**src/rtl/rf_wb_pkg.sv**
```systemverilog
// rtl/rf_wb_pkg.sv - shared defaults and source encoding for the writeback arbiter
package rf_wb_pkg;

  localparam int DATA_W_DEF = 32;
  localparam int ADDR_W_DEF = 5;
  localparam int DEPTH_DEF  = 2;

  typedef enum logic {
    SRC_ALU = 1'b0,
    SRC_MEM = 1'b1
  } src_e;

endpackage

```
**src/rtl/wb_fifo.sv**
```systemverilog
// rtl/wb_fifo.sv - per-source writeback request FIFO with per-entry address visibility
module wb_fifo
  import rf_wb_pkg::*;
#(
  parameter int DATA_W = DATA_W_DEF,
  parameter int ADDR_W = ADDR_W_DEF,
  parameter int DEPTH  = DEPTH_DEF,
  localparam int PTR_W = $clog2(DEPTH),
  localparam int CNT_W = $clog2(DEPTH + 1)
) (
  input  logic                          clk,
  input  logic                          reset,
  input  logic                          push_i,
  input  logic [ADDR_W-1:0]             push_addr_i,
  input  logic [DATA_W-1:0]             push_data_i,
  input  logic                          pop_i,
  output logic [ADDR_W-1:0]             head_addr_o,
  output logic [DATA_W-1:0]             head_data_o,
  output logic [CNT_W-1:0]              count_o,
  output logic                          full_o,
  output logic [DEPTH-1:0]              ent_valid_o,
  output logic [DEPTH-1:0][ADDR_W-1:0]  ent_addr_o
);

  logic [DEPTH-1:0][ADDR_W-1:0] addr_q;
  logic [DEPTH-1:0][DATA_W-1:0] data_q;
  logic [DEPTH-1:0]             valid_q, valid_d;
  logic [PTR_W-1:0]             wr_ptr_q, wr_ptr_d;
  logic [PTR_W-1:0]             rd_ptr_q, rd_ptr_d;
  logic [CNT_W-1:0]             count_q, count_d;

  // Pointer, count and entry-valid next state; pointers wrap naturally since DEPTH is a power of two.
  always_comb begin
    wr_ptr_d = wr_ptr_q;
    rd_ptr_d = rd_ptr_q;
    count_d  = count_q;
    valid_d  = valid_q;
    if (pop_i) begin
      rd_ptr_d          = rd_ptr_q + PTR_W'(1);
      valid_d[rd_ptr_q] = 1'b0;
    end
    if (push_i) begin
      wr_ptr_d          = wr_ptr_q + PTR_W'(1);
      valid_d[wr_ptr_q] = 1'b1;
    end
    if (push_i && !pop_i) begin
      count_d = count_q + CNT_W'(1);
    end else if (pop_i && !push_i) begin
      count_d = count_q - CNT_W'(1);
    end
  end

  // Control state register.
  always_ff @(posedge clk or posedge reset) begin
    if (reset) begin
      wr_ptr_q <= '0;
      rd_ptr_q <= '0;
      count_q  <= '0;
      valid_q  <= '0;
    end else begin
      wr_ptr_q <= wr_ptr_d;
      rd_ptr_q <= rd_ptr_d;
      count_q  <= count_d;
      valid_q  <= valid_d;
    end
  end

  // Entry storage; contents are only meaningful where valid_q is set, so no reset is needed.
  always_ff @(posedge clk) begin
    if (push_i) begin
      addr_q[wr_ptr_q] <= push_addr_i;
      data_q[wr_ptr_q] <= push_data_i;
    end
  end

  assign head_addr_o = addr_q[rd_ptr_q];
  assign head_data_o = data_q[rd_ptr_q];
  assign count_o     = count_q;
  assign full_o      = (count_q == CNT_W'(DEPTH));
  assign ent_valid_o = valid_q;
  assign ent_addr_o  = addr_q;

endmodule

```
**src/rtl/rf_wb_arbiter.sv**
```systemverilog
// rtl/rf_wb_arbiter.sv - two-source register file writeback arbiter (RF_WB_ROUND_ROBIN_EN selects round-robin)
module rf_wb_arbiter
  import rf_wb_pkg::*;
#(
  parameter int DATA_W = DATA_W_DEF,
  parameter int ADDR_W = ADDR_W_DEF,
  parameter int DEPTH  = DEPTH_DEF
) (
  input  logic                  clk,
  input  logic                  reset,
  input  logic                  alu_valid,
  input  logic [ADDR_W-1:0]     alu_addr,
  input  logic [DATA_W-1:0]     alu_data,
  output logic                  alu_ready,
  input  logic                  mem_valid,
  input  logic [ADDR_W-1:0]     mem_addr,
  input  logic [DATA_W-1:0]     mem_data,
  output logic                  mem_ready,
  output logic                  rg_wrt_en,
  output logic [ADDR_W-1:0]     rg_wrt_addr,
  output logic [DATA_W-1:0]     rg_wrt_data,
  output logic [2**ADDR_W-1:0]  pend_mask
);

  localparam int CNT_W = $clog2(DEPTH + 1);

  logic                         live_q;
  logic                         alu_push, mem_push, alu_pop, mem_pop;
  logic [ADDR_W-1:0]            alu_head_addr, mem_head_addr;
  logic [DATA_W-1:0]            alu_head_data, mem_head_data;
  logic [CNT_W-1:0]             alu_count, mem_count;
  logic                         alu_full, mem_full;
  logic                         alu_nonempty, mem_nonempty;
  logic [DEPTH-1:0]             alu_ent_valid, mem_ent_valid;
  logic [DEPTH-1:0][ADDR_W-1:0] alu_ent_addr, mem_ent_addr;
  logic                         gnt_valid;
  src_e                         gnt_src;
  logic                         wr_en_q, wr_en_d;
  logic [ADDR_W-1:0]            wr_addr_q, wr_addr_d;
  logic [DATA_W-1:0]            wr_data_q, wr_data_d;

  // Holds ready low during reset and until the first edge after it is released.
  always_ff @(posedge clk or posedge reset) begin
    if (reset) live_q <= 1'b0;
    else       live_q <= 1'b1;
  end

  assign alu_ready    = live_q & ~alu_full;
  assign mem_ready    = live_q & ~mem_full;
  // Writes to register 0 are accepted but dropped here, so they never occupy a slot.
  assign alu_push     = alu_valid & alu_ready & (alu_addr != '0);
  assign mem_push     = mem_valid & mem_ready & (mem_addr != '0);
  assign alu_nonempty = (alu_count != '0);
  assign mem_nonempty = (mem_count != '0);

  wb_fifo #(.DATA_W(DATA_W), .ADDR_W(ADDR_W), .DEPTH(DEPTH)) u_alu_fifo (
    .clk         (clk),
    .reset       (reset),
    .push_i      (alu_push),
    .push_addr_i (alu_addr),
    .push_data_i (alu_data),
    .pop_i       (alu_pop),
    .head_addr_o (alu_head_addr),
    .head_data_o (alu_head_data),
    .count_o     (alu_count),
    .full_o      (alu_full),
    .ent_valid_o (alu_ent_valid),
    .ent_addr_o  (alu_ent_addr)
  );

  wb_fifo #(.DATA_W(DATA_W), .ADDR_W(ADDR_W), .DEPTH(DEPTH)) u_mem_fifo (
    .clk         (clk),
    .reset       (reset),
    .push_i      (mem_push),
    .push_addr_i (mem_addr),
    .push_data_i (mem_data),
    .pop_i       (mem_pop),
    .head_addr_o (mem_head_addr),
    .head_data_o (mem_head_data),
    .count_o     (mem_count),
    .full_o      (mem_full),
    .ent_valid_o (mem_ent_valid),
    .ent_addr_o  (mem_ent_addr)
  );

`ifdef RF_WB_ROUND_ROBIN_EN
  src_e last_grant_q;

  // Remembers which source won most recently so contention alternates.
  always_ff @(posedge clk or posedge reset) begin
    if (reset)          last_grant_q <= SRC_MEM;
    else if (gnt_valid) last_grant_q <= gnt_src;
  end

  // Round-robin pick: under contention the source that did not win last time goes.
  always_comb begin
    gnt_valid = alu_nonempty | mem_nonempty;
    gnt_src   = SRC_MEM;
    if (alu_nonempty && mem_nonempty) begin
      gnt_src = (last_grant_q == SRC_MEM) ? SRC_ALU : SRC_MEM;
    end else if (alu_nonempty) begin
      gnt_src = SRC_ALU;
    end
  end
`else
  // Fixed priority pick: loads win over ALU results.
  always_comb begin
    gnt_valid = alu_nonempty | mem_nonempty;
    gnt_src   = SRC_MEM;
    if (!mem_nonempty) begin
      gnt_src = SRC_ALU;
    end
  end
`endif

  assign alu_pop = gnt_valid & (gnt_src == SRC_ALU);
  assign mem_pop = gnt_valid & (gnt_src == SRC_MEM);

  // Output stage next state: reloads every cycle, address/data hold when idle.
  always_comb begin
    wr_en_d   = gnt_valid;
    wr_addr_d = wr_addr_q;
    wr_data_d = wr_data_q;
    if (gnt_valid) begin
      wr_addr_d = (gnt_src == SRC_MEM) ? mem_head_addr : alu_head_addr;
      wr_data_d = (gnt_src == SRC_MEM) ? mem_head_data : alu_head_data;
    end
  end

  // Registered drive of the register file write port.
  always_ff @(posedge clk or posedge reset) begin
    if (reset) begin
      wr_en_q   <= 1'b0;
      wr_addr_q <= '0;
      wr_data_q <= '0;
    end else begin
      wr_en_q   <= wr_en_d;
      wr_addr_q <= wr_addr_d;
      wr_data_q <= wr_data_d;
    end
  end

  assign rg_wrt_en   = wr_en_q;
  assign rg_wrt_addr = wr_addr_q;
  assign rg_wrt_data = wr_data_q;

  // Scoreboard view: every queued entry plus the in-flight write marks its register busy.
  always_comb begin
    pend_mask = '0;
    for (int i = 0; i < DEPTH; i++) begin
      if (alu_ent_valid[i]) pend_mask[alu_ent_addr[i]] = 1'b1;
      if (mem_ent_valid[i]) pend_mask[mem_ent_addr[i]] = 1'b1;
    end
    if (wr_en_q) pend_mask[wr_addr_q] = 1'b1;
  end

endmodule

```
**config.mk**
```make
export PLATFORM = sky130hd
export DESIGN_NAME = rf_wb_arbiter
export DESIGN_NICKNAME = d
export VERILOG_FILES = /design/src/rtl/rf_wb_pkg.sv /design/src/rtl/wb_fifo.sv /design/src/rtl/rf_wb_arbiter.sv
export SDC_FILE = /design/constraint.sdc
export NUM_CORES = 1
export LEC_CHECK = 0
export ABC_AREA = 1
export CAP_MARGIN = 20
export CORE_ASPECT_RATIO = 0.8
export CORE_MARGIN = 10
export CORE_UTILIZATION = 49
export DETAILED_ROUTE_END_ITERATION = 6
export PLACE_DENSITY = 0.77
export SKIP_CTS_REPAIR_TIMING = 1
export SYNTH_ARGS = -nofsm -noshare
export SYNTH_HDL_FRONTEND = slang
export SYNTH_SLANG_ARGS = --single-unit
```
**constraint.sdc**
```tcl
create_clock -name clk -period 1.8 [get_ports clk]
set_clock_uncertainty 0.05 [all_clocks]
set_input_delay 0.54 -clock clk [delete_from_list [all_inputs] [get_ports clk]]
set_output_delay 0.54 -clock clk [all_outputs]
set_load 0.005 [all_outputs]
```
# --- After elaboration in Yosys (flattened, before gate mapping) ---
# Cells that the tools add are included.
classes:
  bitwise_logic: 22
  n_reduce_logical: 23
  magnitude_cmp: 18
  n_mux: 54
  n_eq_ne: 2
  addsub: 8
op_table:
  columns: ["op", "count"]
  rows:
  - ["$mux W32", 12]
  - ["$bwmux W64", 2]
  - ["$or A32 B32 Y32", 4]
  - ["$demux W32 S1", 2]
  - ["$mux W5", 7]
  - ["$lt A5 B6 Y1 const B", 5]
  - ["$demux W1 S5", 5]
  - ["$ge A5 B1 Y1 const B", 5]
  - ["$bwmux W10", 2]
  - ["$mux W2", 8]
  - ["$logic_and A1 B1 Y1", 13]
  - ["$demux W5 S1", 2]
  - ["$mux W1", 10]
  - ["$reduce_bool A5 Y1", 2]
  - ["$and A1 B1 Y1", 8]
  - ["$lt A1 B2 Y1 const B", 4]
  - ["$reduce_bool A2 Y1", 4]
  - ["$add A1 B1 Y1 const B", 4]
  - ["$add A2 B1 Y2 const B", 2]
  - ["$and A2 B2 Y2", 2]
  - ["$demux W1 S1", 4]
  - ["$eq A2 B2 Y1 const B", 2]
  - ["$ge A1 B1 Y1 const B", 4]
  - ["$logic_not A1 Y1", 4]
  - ["other kinds (5)", 10]
word_totals:
  inputBits: 78
  word_cells: 147
  output_inout_bits: 72
  register_bits: 199

# --- Depth between registers and ports, before layout ---
# Gate-level depths: netlist of the first run.
depth:
  depth_word: 13
  depth_mapped: 10
  mapped_depth_nobuf: 10

# --- Modules after synthesis ---
# From an unflattened synthesis of the first run, not the netlist that was laid out.
unflattened:
  hier_cells: 1043
  hier_area_um2: 9268.9
modules_own_cells:
  columns: ["module", "seq_area_each_um2", "area_per_inst_um2", "n_inst", "cells_per_inst"]
  rows:
  - ["wb_fifo", 2372.3, 2970.3, 2, 225]
  - ["rf_wb_arbiter", 975.9, 3328.2, 1, 593]

# --- Worst setup path before layout of the first run ---
# No wires, ideal clock.
synth_path:
  kind: "input -> register"
  from: "input port alu_valid"
  to: "register u_alu_fifo.data_q[0] (netlist bit) (enable)"
  cell_stages: 4
  required_ps: 1358
  path_buffers: 0
  setup_slack_ps: -226
  t_arrival_ps: 1584
  cell_sequence: "inv_1 -> nor2_1 -> nand3b_1 -> inv_1"
synth_via:
  elab_chain_cells: 2
synth_rtl:
  columns: ["item", "line_no", "text"]
  rows:
  - ["from (decl)", "rf_wb_arbiter.sv:11", "input logic alu_valid,"]
  - ["$and A1 B1 Y1 (2 in a row)", "rf_wb_arbiter.sv:51", "assign alu_push = alu_valid & alu_ready & (alu_addr != '0);"]
  - ["to (signal, indexed assignment)", "wb_fifo.sv:72", "data_q[wr_ptr_q] <= push_data_i;"]
  - ["to (decl)", "wb_fifo.sv:26", "logic [DEPTH-1:0][DATA_W-1:0] data_q;"]
# Every way passes these cells.
# A chain may end at the register's enable or synchronous reset.

# --- Worst setup path in the final report of the first run ---
layout_path:
  from: "register u_alu_fifo.addr_q, in the netlist u_alu_fifo.ent_addr_o[5]"
  to: "output port pend_mask[24]"
layout_via:
  elab_chain_cells: 10
  elab_cells_between_ends: 11
  cone_classes: "order compare: 2; mux: 5; bitwise: 3; reduce/logical: 1"
layout_rtl:
  columns: ["item", "line_no", "text"]
  rows:
  - ["from (decl)", "wb_fifo.sv:25", "logic [DEPTH-1:0][ADDR_W-1:0] addr_q;"]
  - ["from (signal, indexed assignment)", "wb_fifo.sv:71", "addr_q[wr_ptr_q] <= push_addr_i;"]
  - ["$lt A5 B6 Y1 (not written as such) or $ge A5 B1 Y1 (tied branches)", "rf_wb_arbiter.sv:151", "if (alu_ent_valid[i]) pend_mask[alu_ent_addr[i]] = 1'b1;"]
  - ["$logic_and A1 B1 Y1 (not written as such)", "rf_wb_arbiter.sv:151", null]
  - ["$mux W1 (not written as such)", "rf_wb_arbiter.sv:151", null]
  - ["$demux W1 S5 *", "rf_wb_arbiter.sv:151", null]
  - ["$or A32 B32 Y32 (no source line) *", null, null]
  - ["$mux W32 *", "rf_wb_arbiter.sv:151", null]
  - ["$or A32 B32 Y32 (no source line)", null, null]
  - ["$mux W32 *", "rf_wb_arbiter.sv:152", "if (mem_ent_valid[i]) pend_mask[mem_ent_addr[i]] = 1'b1;"]
  - ["$or A32 B32 Y32 (no source line)", null, null]
  - ["$mux W32 *", "rf_wb_arbiter.sv:154", "if (wr_en_q) pend_mask[wr_addr_q] = 1'b1;"]
  - ["to (decl)", "rf_wb_arbiter.sv:22", "output logic [2**ADDR_W-1:0] pend_mask"]
# Every way passes the cells marked *; elsewhere a longest branch is shown, timed or not.

==> impl_metrics.toml, run 1 <==
[status]
result_of_the_run = "finished, violations left"
violations = "negative setup slack"

[clock_network]
ctsHtreeMaxLevel = 4
clkLatencyLatePin_ns = 0.43
ctsLongestPathBuffers = 2
ctsRootBufferMaster = "clkbuf_16"
clock_sink_count = 199
clk_pin_slew_worst_paths_ns = 0.07
cts-buffers-inserted = 17
tritoncts = "yes"

[timing]
maxClockFrequency_ghz = 0.4048
postLayoutSetupSlackWorst_ns = -0.6702
report.final.slew_viol_count = 0
final_hold_violating_endpoints = 0
timing.max_slew.rel_slack_pct = 65.34
fin_hold_ws_ns = 0.3610
timing_worst_slew_pin_value_ns = 0.5199
min_period_ns = 2.470
unrepaired_setup_endpoints_after_global_routing = "true"
finalSetupViolations = 34
timing.final.crit_share_pct = 137.2
totalNegativeSetupSlack_ns = -17.16

[synthesis]
netlist_top_cells_area = "edfxtp_1, nand2_1, dfrtp_1, nor2_1, nand3_1"
proportion_of_netlist_area_held_by_the_largest_area_contributor_pct = 46.82
postSynthCellCount = 1120
synth.yosys.warnings = 0
ys_seq_elements = 199
mappedNetlistNets = 1200
post_synth_instance_area_um2 = 9493
ys_types = 22
synth_top_area_cell = "edfxtp_1"
ys_seq_area_share_pct = 60.26
post_syn_area_per_cell_um2 = 8.476

[layout]
final_cell_area_um2 = 14150
final_layout_size_suffix_gt1_share_pct = 31.57
fin_util_pct = 74.37
post_layout_nonfiller_instances = 1697
nets = 1505
area.growth.synth_to_final_pct = 49.08
nFillCells = 1342

[floorplanning]
io_pins = 150
core_region_area_um2 = 19030
floorplan.rows = 45
die_footprint_um2 = 25380
floorplan.die.width_um = 175.6
initial_utilization_pct = 49.88
fp.dieH_um = 144.5

[place]
place_congestion = 0.8949
detailed_place_hpwl_um = 21260
io_buffer_count = 149
placedCellCount = 1611
dp_slack_ns = -0.5404
dpl-instance-area_um2 = 12110

[routing]
route.vias.total = 8939
drcViolationCount = 0
drt-wirelength-per-cell_um = 18.53
ant_nets = 0
drt_iter0_drc = 992
first_pass_iters = 6
vias_per_cell = 5.268
wl_um = 31450

[global_route]
antenna_found_initial = 0
gr-total-overflow = 0
pin_count_of_the_biggest_net_entering_global_routing = 43
number_of_global_route_vias_before_repair = 8319
grt_use_total_pct = 22.83
first_pass_grt_wire_length_um = 44770

[power_and_ir_drop]
cellLeakagePower_nw = 6.574
totalPowerFinal_mw = 18.57
power.density_nw_per_um2 = 1312
power.ir.vdd_worst_v = 0.001142

[critical_path]
crit_path_max_fanout = 7
worst_path_largest_cell_delay_ns = 0.46
path_class = "reg2out"
critPathRequiredTime_ns = 1.21
startpoint_type = "flip-flop"
cp_cell_sequence = "buf_6 -> inv_4 -> nand3_2 -> buf_6 -> buf_4 -> nor2_4 -> nor2_2 -> nand3_2 -> buf_2"
critical_path.endpoint_type = "output pin"
timing.critical_path.max_delay_family = "buffers and inverters"
critical_path.n_buffers_inverters = 5
crit_path_top_delay_cell = "edfxtp_1"
crit_arrival_ns = 1.88

[job]
cap_violations = 0

[worst_hold_path]
min_path_type = "in2async"
[final timing paths]
check / start / to / slack, ns / depth (start not counted)
setup / recovery: u_alu_fifo.ent_addr_o[5]$_DFFE_PP_ / pend_mask[24] / -0.67 / 9
hold / removal: reset / rg_wrt_data[1]$_DFFE_PP0P_ / 0.36 / 2
setup reg to reg: u_mem_fifo.count_o[0]$_DFFE_PP0P_ / u_alu_fifo.count_o[1]$_DFFE_PP0P_ / 0.09 / 9
max in group asynchronous: reset / u_mem_fifo.rd_ptr_q$_DFFE_PP0P_ / 0.92 / 3
min in group clk: alu_addr[0] / u_alu_fifo.ent_addr_o[0]$_DFFE_PP_ / 0.42 / 1
hold reg to reg: rg_wrt_data[4]$_DFFE_PP0P_ / rg_wrt_data[4]$_DFFE_PP0P_ / 0.43 / 2
[cell families after synthesis]
| family | after synthesis | share of synthesized area (%) |
|---|---|---|
| AOI/OAI and AO/OA | 45 | 2.373 |
| xor gates and xnor gates | 4 | 0.3691 |
| adders and majority gates | 2 | 0.2636 |
| buffers and inverters | 116 | 5.325 |
| DFF | 199 | 60.26 |
| other | 1 | 0.03950 |
| and+or+nand+nor | 753 | 31.37 |
[final cells by class]
class,instances,area [um2],area share [%]
clock buffer,18,429.2,3.032
timing repair buffer,321,3008,21.25
multi-input combinational,805,4160,29.40
clock inverter,14,158.9,1.123
antenna,1,2.502,0.01768
sequential,199,5732,40.50
inverter,81,339.1,2.396
tap,258,322.8,2.281
[power breakdown]
group,leakage [nW],total (mW),switching [mW],internal (mW)
Combinational,4.33,8.14,4.73,3.41
Clock,0.286,3.76,1.78,1.98
Sequential,1.96,6.67,0.678,5.99
[registers in the layout, indices dropped and copies added, names as in the netlist, 5 cells and up]
register / cells
u_alu_fifo.data_q: 64
u_mem_fifo.data_q: 64
rg_wrt_data: 32
u_alu_fifo.ent_addr_o: 10
u_mem_fifo.ent_addr_o: 10
rg_wrt_addr: 5
[routing by layer]
metal / GRT usage [%] / up-vias / share of wire (%)
li1: - / 4184 / -
met1: 31.24 / 4298 / 43
met2: 36.01 / 415 / 48
met3: 5.732 / 42 / 8.0
met4: 5.076 / 0 / 1.4
met5: 0 / - / 0
[cell usage after synthesis]
library cell / count
or2_1: 1
nor2_1: 207
inv_2: 9
buf_6: 1
ha_1: 2
nor3_1: 7
nand3b_1: 3
dfrtp_1: 51
o21ai_1: 27
clkbuf_1: 6
nor2_2: 1
edfxtp_1: 148
nand3_1: 81
nand2_1: 449
xnor2_1: 2
xor2_1: 2
conb_1: 1
nor3_2: 4
buf_2: 17
o21ai_0: 18
buf_4: 11
inv_1: 72
[layout by cell type (no fill, tap or decap), types with 7 or more instances in the layout]
master | Yosys | routed
nand2_1 | 449 | 441
edfxtp_1 | 148 | 148
buf_4 | 11 | 128
nor2_1 | 207 | 107
clkdlybuf4s50_1 | 0 | 71
nor2_2 | 1 | 62
dlymetal6s2s_1 | 0 | 44
inv_1 | 72 | 43
dfrtp_1 | 51 | 42
buf_6 | 1 | 40
nor2_4 | 0 | 39
nand3_1 | 81 | 35
nand3_2 | 0 | 31
inv_2 | 9 | 28
o21ai_1 | 27 | 25
buf_2 | 17 | 23
o21ai_0 | 18 | 17
clkbuf_16 | 0 | 17
nand3_4 | 0 | 15
dfrtp_2 | 0 | 9
nor3_2 | 4 | 8
nand2_2 | 0 | 8
clkinvlp_4 | 0 | 7
buf_12 | 0 | 7
(Power assumes the default switching activity.)
==> run 2: changes to the inputs <==
--- a/config.mk
+++ b/config.mk
@@ -8,9 +8,10 @@
 export ABC_AREA = 1
 export CAP_MARGIN = 20
 export CORE_ASPECT_RATIO = 0.8
-export CORE_MARGIN = 10
+export CORE_MARGIN = 2
 export CORE_UTILIZATION = 49
 export DETAILED_ROUTE_END_ITERATION = 6
+export GPL_TIMING_DRIVEN = 1
 export PLACE_DENSITY = 0.77
 export SKIP_CTS_REPAIR_TIMING = 1
 export SYNTH_ARGS = -nofsm -noshare
==> impl_metrics.toml, run 2 (synthesis results as in run 1) <==
[critical_path]
path_class = "reg2out"
crit_arrival_ns = 1.90
crit_path_max_fanout = 4
cp_cell_sequence = "buf_6 -> buf_6 -> buf_6 -> nor2_2 -> nand2_1 -> nand2_1 -> nor2_2 -> nand2_1 -> buf_2"
critical_path.endpoint_type = "output pin"
reg2reg_slack_ns = 0.04
startpoint_type = "flip-flop"
crit_path_top_delay_cell = "edfxtp_1"
critical_path.n_buffers_inverters = 4
critPathRequiredTime_ns = 1.21
timing.critical_path.max_delay_family = "buffers and inverters"
worst_path_largest_cell_delay_ns = 0.49

[clock_network]
tritoncts = "yes"
ctsHtreeMaxLevel = 4
ctsRootBufferMaster = "clkbuf_16"
ctsLongestPathBuffers = 2
clock_sink_count = 199
clk_pin_slew_worst_paths_ns = 0.07
clkLatencyLatePin_ns = 0.44
cts-buffers-inserted = 17

[layout]
final_cell_area_um2 = 13960
seqCellArea_um2 = 5729
fin_util_pct = 73.58
area.growth.synth_to_final_pct = 47.08
multi_input_comb_area_um2 = 3804
mostFrequentLayoutCell = "nand2_1"
nets = 1512
final_layout_size_suffix_gt1_share_pct = 27.27
nFillCells = 1317
layout_common_cells = "nand2_1, nor2_1, edfxtp_1"

[power_and_ir_drop]
power.density_nw_per_um2 = 1316
power.ir.vdd_worst_v = 0.001177
cellLeakagePower_nw = 6.549

[status]
violations = "negative setup slack"
result_of_the_run = "finished, violations left"

[routing]
route.vias.total = 9029
drt-wirelength-per-cell_um = 17.19
first_pass_iters = 6
vias_per_cell = 5.299
drcViolationCount = 0
ant_nets = 0
wl_um = 29290
drt_iter0_drc = 1075

[floorplanning]
io_pins = 150
fp.dieH_um = 128.5
initial_utilization_pct = 50.03
core_region_area_um2 = 18970
floorplan.die.width_um = 159.6
die_footprint_um2 = 20510
floorplan.rows = 45

[global_route]
gr-total-overflow = 0
pin_count_of_the_biggest_net_entering_global_routing = 52
first_pass_grt_wire_length_um = 40940
antenna_found_initial = 0
number_of_global_route_vias_before_repair = 7912
grt_use_total_pct = 25.85

[timing]
maxClockFrequency_ghz = 0.4015
timing.final.crit_share_pct = 138.4
report.final.slew_viol_count = 0
postLayoutSetupSlackWorst_ns = -0.6909
unrepaired_setup_endpoints_after_global_routing = "true"
min_period_ns = 2.491
final_hold_violating_endpoints = 0
totalNegativeSetupSlack_ns = -17.37
finalSetupViolations = 35

[place]
dpl-instance-area_um2 = 12120
io_buffer_count = 149
detailed_place_hpwl_um = 18810
dp_slack_ns = -0.5616
place_congestion = 0.9612

[worst_hold_path]
min_path_type = "in2reg"

[job]
cap_violations = 0
==> run 2: cell count changes in the layout (fill, tap and decap cells not counted), sizes merged <==
| cell | before | now |
|---|---|---|
| clkbuf | 22 | 34 |
| buf | 202 | 197 |
| clkinv | 5 | 9 |
| clkdlybuf4s50 | 71 | 68 |
| clkinvlp | 7 | 5 |
| dlymetal6s2s | 44 | 46 |
| bufinv | 1 | 0 |
==> run 2: area by class of cell <==
| class | instances | share of cell area [%] |
|---|---|---|
| clock inverters | 15 | 1.317 |
| clock buffers | 17 | 3.047 |
| well taps | 258 | 2.312 |
| inverters | 81 | 2.455 |
| repair buffers | 328 | 22.57 |
| flip-flops and latches | 199 | 41.03 |
| diodes | 1 | 0.01792 |
| multi-input cells | 805 | 27.24 |
==> run 2: worst reg2reg max path: stages (launching register included) <==
cell and delay [ns]:
dfrtp_1 0.40, inv_2 0.09, o21ai_4 0.08, buf_6 0.13
nor2_4 0.12, buf_4 0.12, nand3_1 0.12, clkinvlp_4 0.15
buf_12 0.20
==> run 2: path summary, 6_finish.rpt <==
kind	startpoint	to	depth (start not counted)
min in group asynchronous	reset	rg_wrt_addr[1]$_DFFE_PP0P_	3
max in group asynchronous	reset	u_alu_fifo.count_o[0]$_DFFE_PP0P_	3
max	u_mem_fifo.ent_addr_o[2]$_DFFE_PP_	pend_mask[16]	9
min	mem_addr[0]	u_mem_fifo.ent_addr_o[5]$_DFFE_PP_	2
min reg2reg	rg_wrt_data[15]$_DFFE_PP0P_	rg_wrt_data[15]$_DFFE_PP0P_	2
max reg2reg	u_mem_fifo.count_o[1]$_DFFE_PP0P_	u_mem_fifo.data_q[39]$_DFFE_PP_	8
==> run 2: layer usage <==
| layer | up-vias | global-route usage (%) | routed length (um) |
|---|---|---|---|
| met5 | - | 0 | 0 |
| met4 | 0 | 8.235 | 817 |
| met3 | 76 | 5.706 | 2562 |
| met2 | 500 | 40.87 | 13740 |
| met1 | 4256 | 36.10 | 12160 |
| li1 | 4197 | - | - |
==> run 2: report_power, final <==
group	total [mW]	switching, mW	internal (mW)
Clock	3.78	1.89	1.89
Sequential	6.64	0.654	5.99
Combinational	7.96	4.49	3.47
Total	18.4	7.04	11.3
==> run 2: metrics by stage <==
stage	total power, mW	hold slack [ns]	std cells
floorplan	10.25	0.4051	1120
global placement	13.59	0.4127	1605
detailed placement	13.78	0.4159	1605
CTS	17.57	0.4404	1637
global route	19.46	0.3873	1703
finish	18.38	0.3823	1704
==> run 3: changes to the inputs <==
--- a/config.mk
+++ b/config.mk
@@ -5,14 +5,13 @@
 export SDC_FILE = /design/constraint.sdc
 export NUM_CORES = 1
 export LEC_CHECK = 0
-export ABC_AREA = 1
 export CAP_MARGIN = 20
 export CORE_ASPECT_RATIO = 0.8
 export CORE_MARGIN = 2
-export CORE_UTILIZATION = 49
+export CORE_UTILIZATION = 48
 export DETAILED_ROUTE_END_ITERATION = 6
 export GPL_TIMING_DRIVEN = 1
-export PLACE_DENSITY = 0.77
+export PLACE_DENSITY = 0.76
 export SKIP_CTS_REPAIR_TIMING = 1
 export SYNTH_ARGS = -nofsm -noshare
 export SYNTH_HDL_FRONTEND = slang
==> impl_metrics.toml, run 3 <==
[status]
result_of_the_run = "finished, violations left"
violations = "negative setup slack"

[synthesis]
synth_top_area_cell = "edfxtp_1"
proportion_of_netlist_area_held_by_the_largest_area_contributor_pct = 50.44
yosys-top-cells-count = "edfxtp_1, nor2_1, dfrtp_1, nand2_1, mux2_2"
mappedNetlistNets = 756
ys_seq_elements = 199
post_syn_area_per_cell_um2 = 13.03
postSynthCellCount = 676
netlist_top_cells_area = "edfxtp_1, dfrtp_1, mux2_2, nor2_1, mux2i_1"
synth-main-ff-cell = "edfxtp_1"
dominant_cell_by_count_in_the_synthesized_netlist = "edfxtp_1"
synth-edff-count = 148
ys_types = 54
synth.yosys.warnings = 0
post_synth_instance_area_um2 = 8811
synthArstFlopShare_pct = 25.63
ys_seq_area_share_pct = 64.92

[routing]
drt_iter0_drc = 669
wl_um = 28400
ant_nets = 0
drcViolationCount = 0
route.vias.total = 7438
drt-wirelength-per-cell_um = 22.52
first_pass_iters = 7
vias_per_cell = 5.898

[layout]
multi_input_comb_area_um2 = 3503
num_antenna_cells = 0
fin_util_pct = 74.21
nFillCells = 1158
area.growth.synth_to_final_pct = 52.09
mostFrequentLayoutCell = "buf_4"
layout_common_cells = "buf_4, edfxtp_1, clkdlybuf4s50_1"
nets = 1098
final_layout_size_suffix_gt1_share_pct = 41.80
seqCellArea_um2 = 5729

[critical_path]
critical_path.n_buffers_inverters = 2
worst_r2r_path_depth = 5
path_class = "reg2out"
cp_cell_sequence = "buf_4 -> and4bb_2 -> nand3_1 -> o211ai_1 -> a311o_1 -> clkbuf_2"
r2r_end = "rg_wrt_data[16]$_DFFE_PP0P_"
critical_path.endpoint_type = "output pin"
worst_path_largest_cell_delay_ns = 0.49
crit_path_top_delay_cell = "edfxtp_1"
crit_arrival_ns = 2.04
reg2reg_slack_ns = 0
critPathRequiredTime_ns = 1.21
crit_path_max_fanout = 6
startpoint_type = "flip-flop"
timing.rr.start = "u_mem_fifo.count_o[0]$_DFFE_PP0P_"
timing.critical_path.max_delay_family = "compound AO/OA/AOI/OAI gates"

[power_and_ir_drop]
power.net_switching_mw = 6.498
power.density_nw_per_um2 = 1415
swShare_pct = 34.27
p_seq_share_pct = 35.3
combinationalPowerShare_pct = 44.7
cell_internal_power_dissipation_mw = 12.47
cellLeakagePower_nw = 5.557
clockPowerShare_pct = 19.9
totalPowerFinal_mw = 18.96
power.ir.vdd_worst_v = 0.001005

[floorplanning]
initial_utilization_pct = 48.79
floorplan.die.width_um = 155.5
core_region_area_um2 = 18060
die_footprint_um2 = 19460
io_pins = 150
fp.dieH_um = 125.2
floorplan.rows = 44

[clock_network]
clk_pin_slew_worst_paths_ns = 0.08
ctsLongestPathBuffers = 2
clock_sink_count = 199
clkLatencyLatePin_ns = 0.43
ctsRootBufferMaster = "clkbuf_16"
tritoncts = "yes"
ctsHtreeMaxLevel = 4
cts-buffers-inserted = 17

[global_route]
gr-total-overflow = 0
antenna_found_initial = 0
first_pass_grt_wire_length_um = 38390
grt_use_total_pct = 26.01
pin_count_of_the_biggest_net_entering_global_routing = 44
number_of_global_route_vias_before_repair = 6749

[timing]
unrepaired_setup_endpoints_after_global_routing = "true"
timing.final.crit_share_pct = 146.3
report.final.slew_viol_count = 0
finalSetupViolations = 38
postLayoutSetupSlackWorst_ns = -0.8328
maxClockFrequency_ghz = 0.3798
min_period_ns = 2.633
final_hold_violating_endpoints = 0

[worst_hold_path]
min_path_type = "in2async"

[job]
cap_violations = 0

[place]
detailed_place_hpwl_um = 18380
io_buffer_count = 149
place_congestion = 0.9062
-- run 3: metal layers --
layer  up-vias  global-route usage (%)  routed length (um)
met2       382                   39.88               13210
met4         0                   5.720                 478
li1       3324                       -                   -
met1      3689                   38.18               12400
met5         -                       0                   0
met3        43                   6.135                2312
-- run 3: stage by stage --
stage	cells	setup slack (ns)	cell area (um2)	setup TNS, ns	hold slack [ns]
6_report	1261	-0.8328	13400	-22.32	0.3529
5_1_grt	1261	-0.8722	13400	-24.80	0.3495
4_1_cts	1171	-1.208	12120	-81.19	0.3463
3_5_place_dp	1139	-0.7402	11530	-128.41	0.3834
3_3_place_gp	1139	-0.7298	11530	-123.12	0.3729
2_1_floorplan	676	-0.1780	8927	-20.60	0.3646
-- run 3: worst max path at each step --
stage / startpoint / end / slack [ns] / depth (start not counted)
4_1_cts: u_alu_fifo.ent_addr_o[6]$_DFFE_PP_ / pend_mask[6] / -1.21 / 6
2_1_floorplan: mem_addr[0] / u_mem_fifo.count_o[1]$_DFFE_PP0P_ / -0.18 / 6
3_5_place_dp: u_alu_fifo.ent_addr_o[6]$_DFFE_PP_ / pend_mask[6] / -0.74 / 6
3_3_place_gp: rg_wrt_en$_DFF_PP0_ / pend_mask[10] / -0.73 / 6
6_report: u_alu_fifo.ent_addr_o[3]$_DFFE_PP_ / pend_mask[21] / -0.83 / 6
5_1_grt: u_alu_fifo.ent_addr_o[3]$_DFFE_PP_ / pend_mask[21] / -0.87 / 6
-- run 3: cell families after synthesis --
| kind of cell | Yosys count | share of synthesized area (%) |
|---|---|---|
| muxes | 48 | 5.865 |
| buffers and inverters | 54 | 2.783 |
| other | 1 | 0.04256 |
| DFF | 199 | 64.92 |
| xor gates and xnor gates | 8 | 0.7953 |
| AOI/OAI and AO/OA | 140 | 11.99 |
| adders and majority gates | 2 | 0.2840 |
| and+or+nand+nor | 224 | 13.32 |
-- run 3: worst reg2reg max path, delay by kind of cell (launching register included) --
family | cells | cell delay, ns
flip-flops | 1 | 0.41
buffers and inverters | 1 | 0.16
AND/OR/NAND/NOR | 2 | 0.47
AO/OA/AOI/OAI | 2 | 0.57
-- run 3: power groups by stage --
stage | Combinational [mW] | Sequential [mW] | Clock, mW
floorplan | 3.57 | 6.55 | 0
global placement | 6.96 | 6.67 | 0
detailed placement | 7.10 | 6.71 | 0
CTS | 7.15 | 6.64 | 3.82
global route | 9.00 | 6.79 | 4.01
finish | 8.49 | 6.70 | 3.78
-- run 3: area by class of cell --
type | count | area share (%)
clock inverter | 11 | 0.9804
inverter | 10 | 0.3641
timing repair buffer | 358 | 24.17
sequential | 199 | 42.75
multi-input combinational | 432 | 26.14
clock buffer | 21 | 3.436
tap | 230 | 2.148
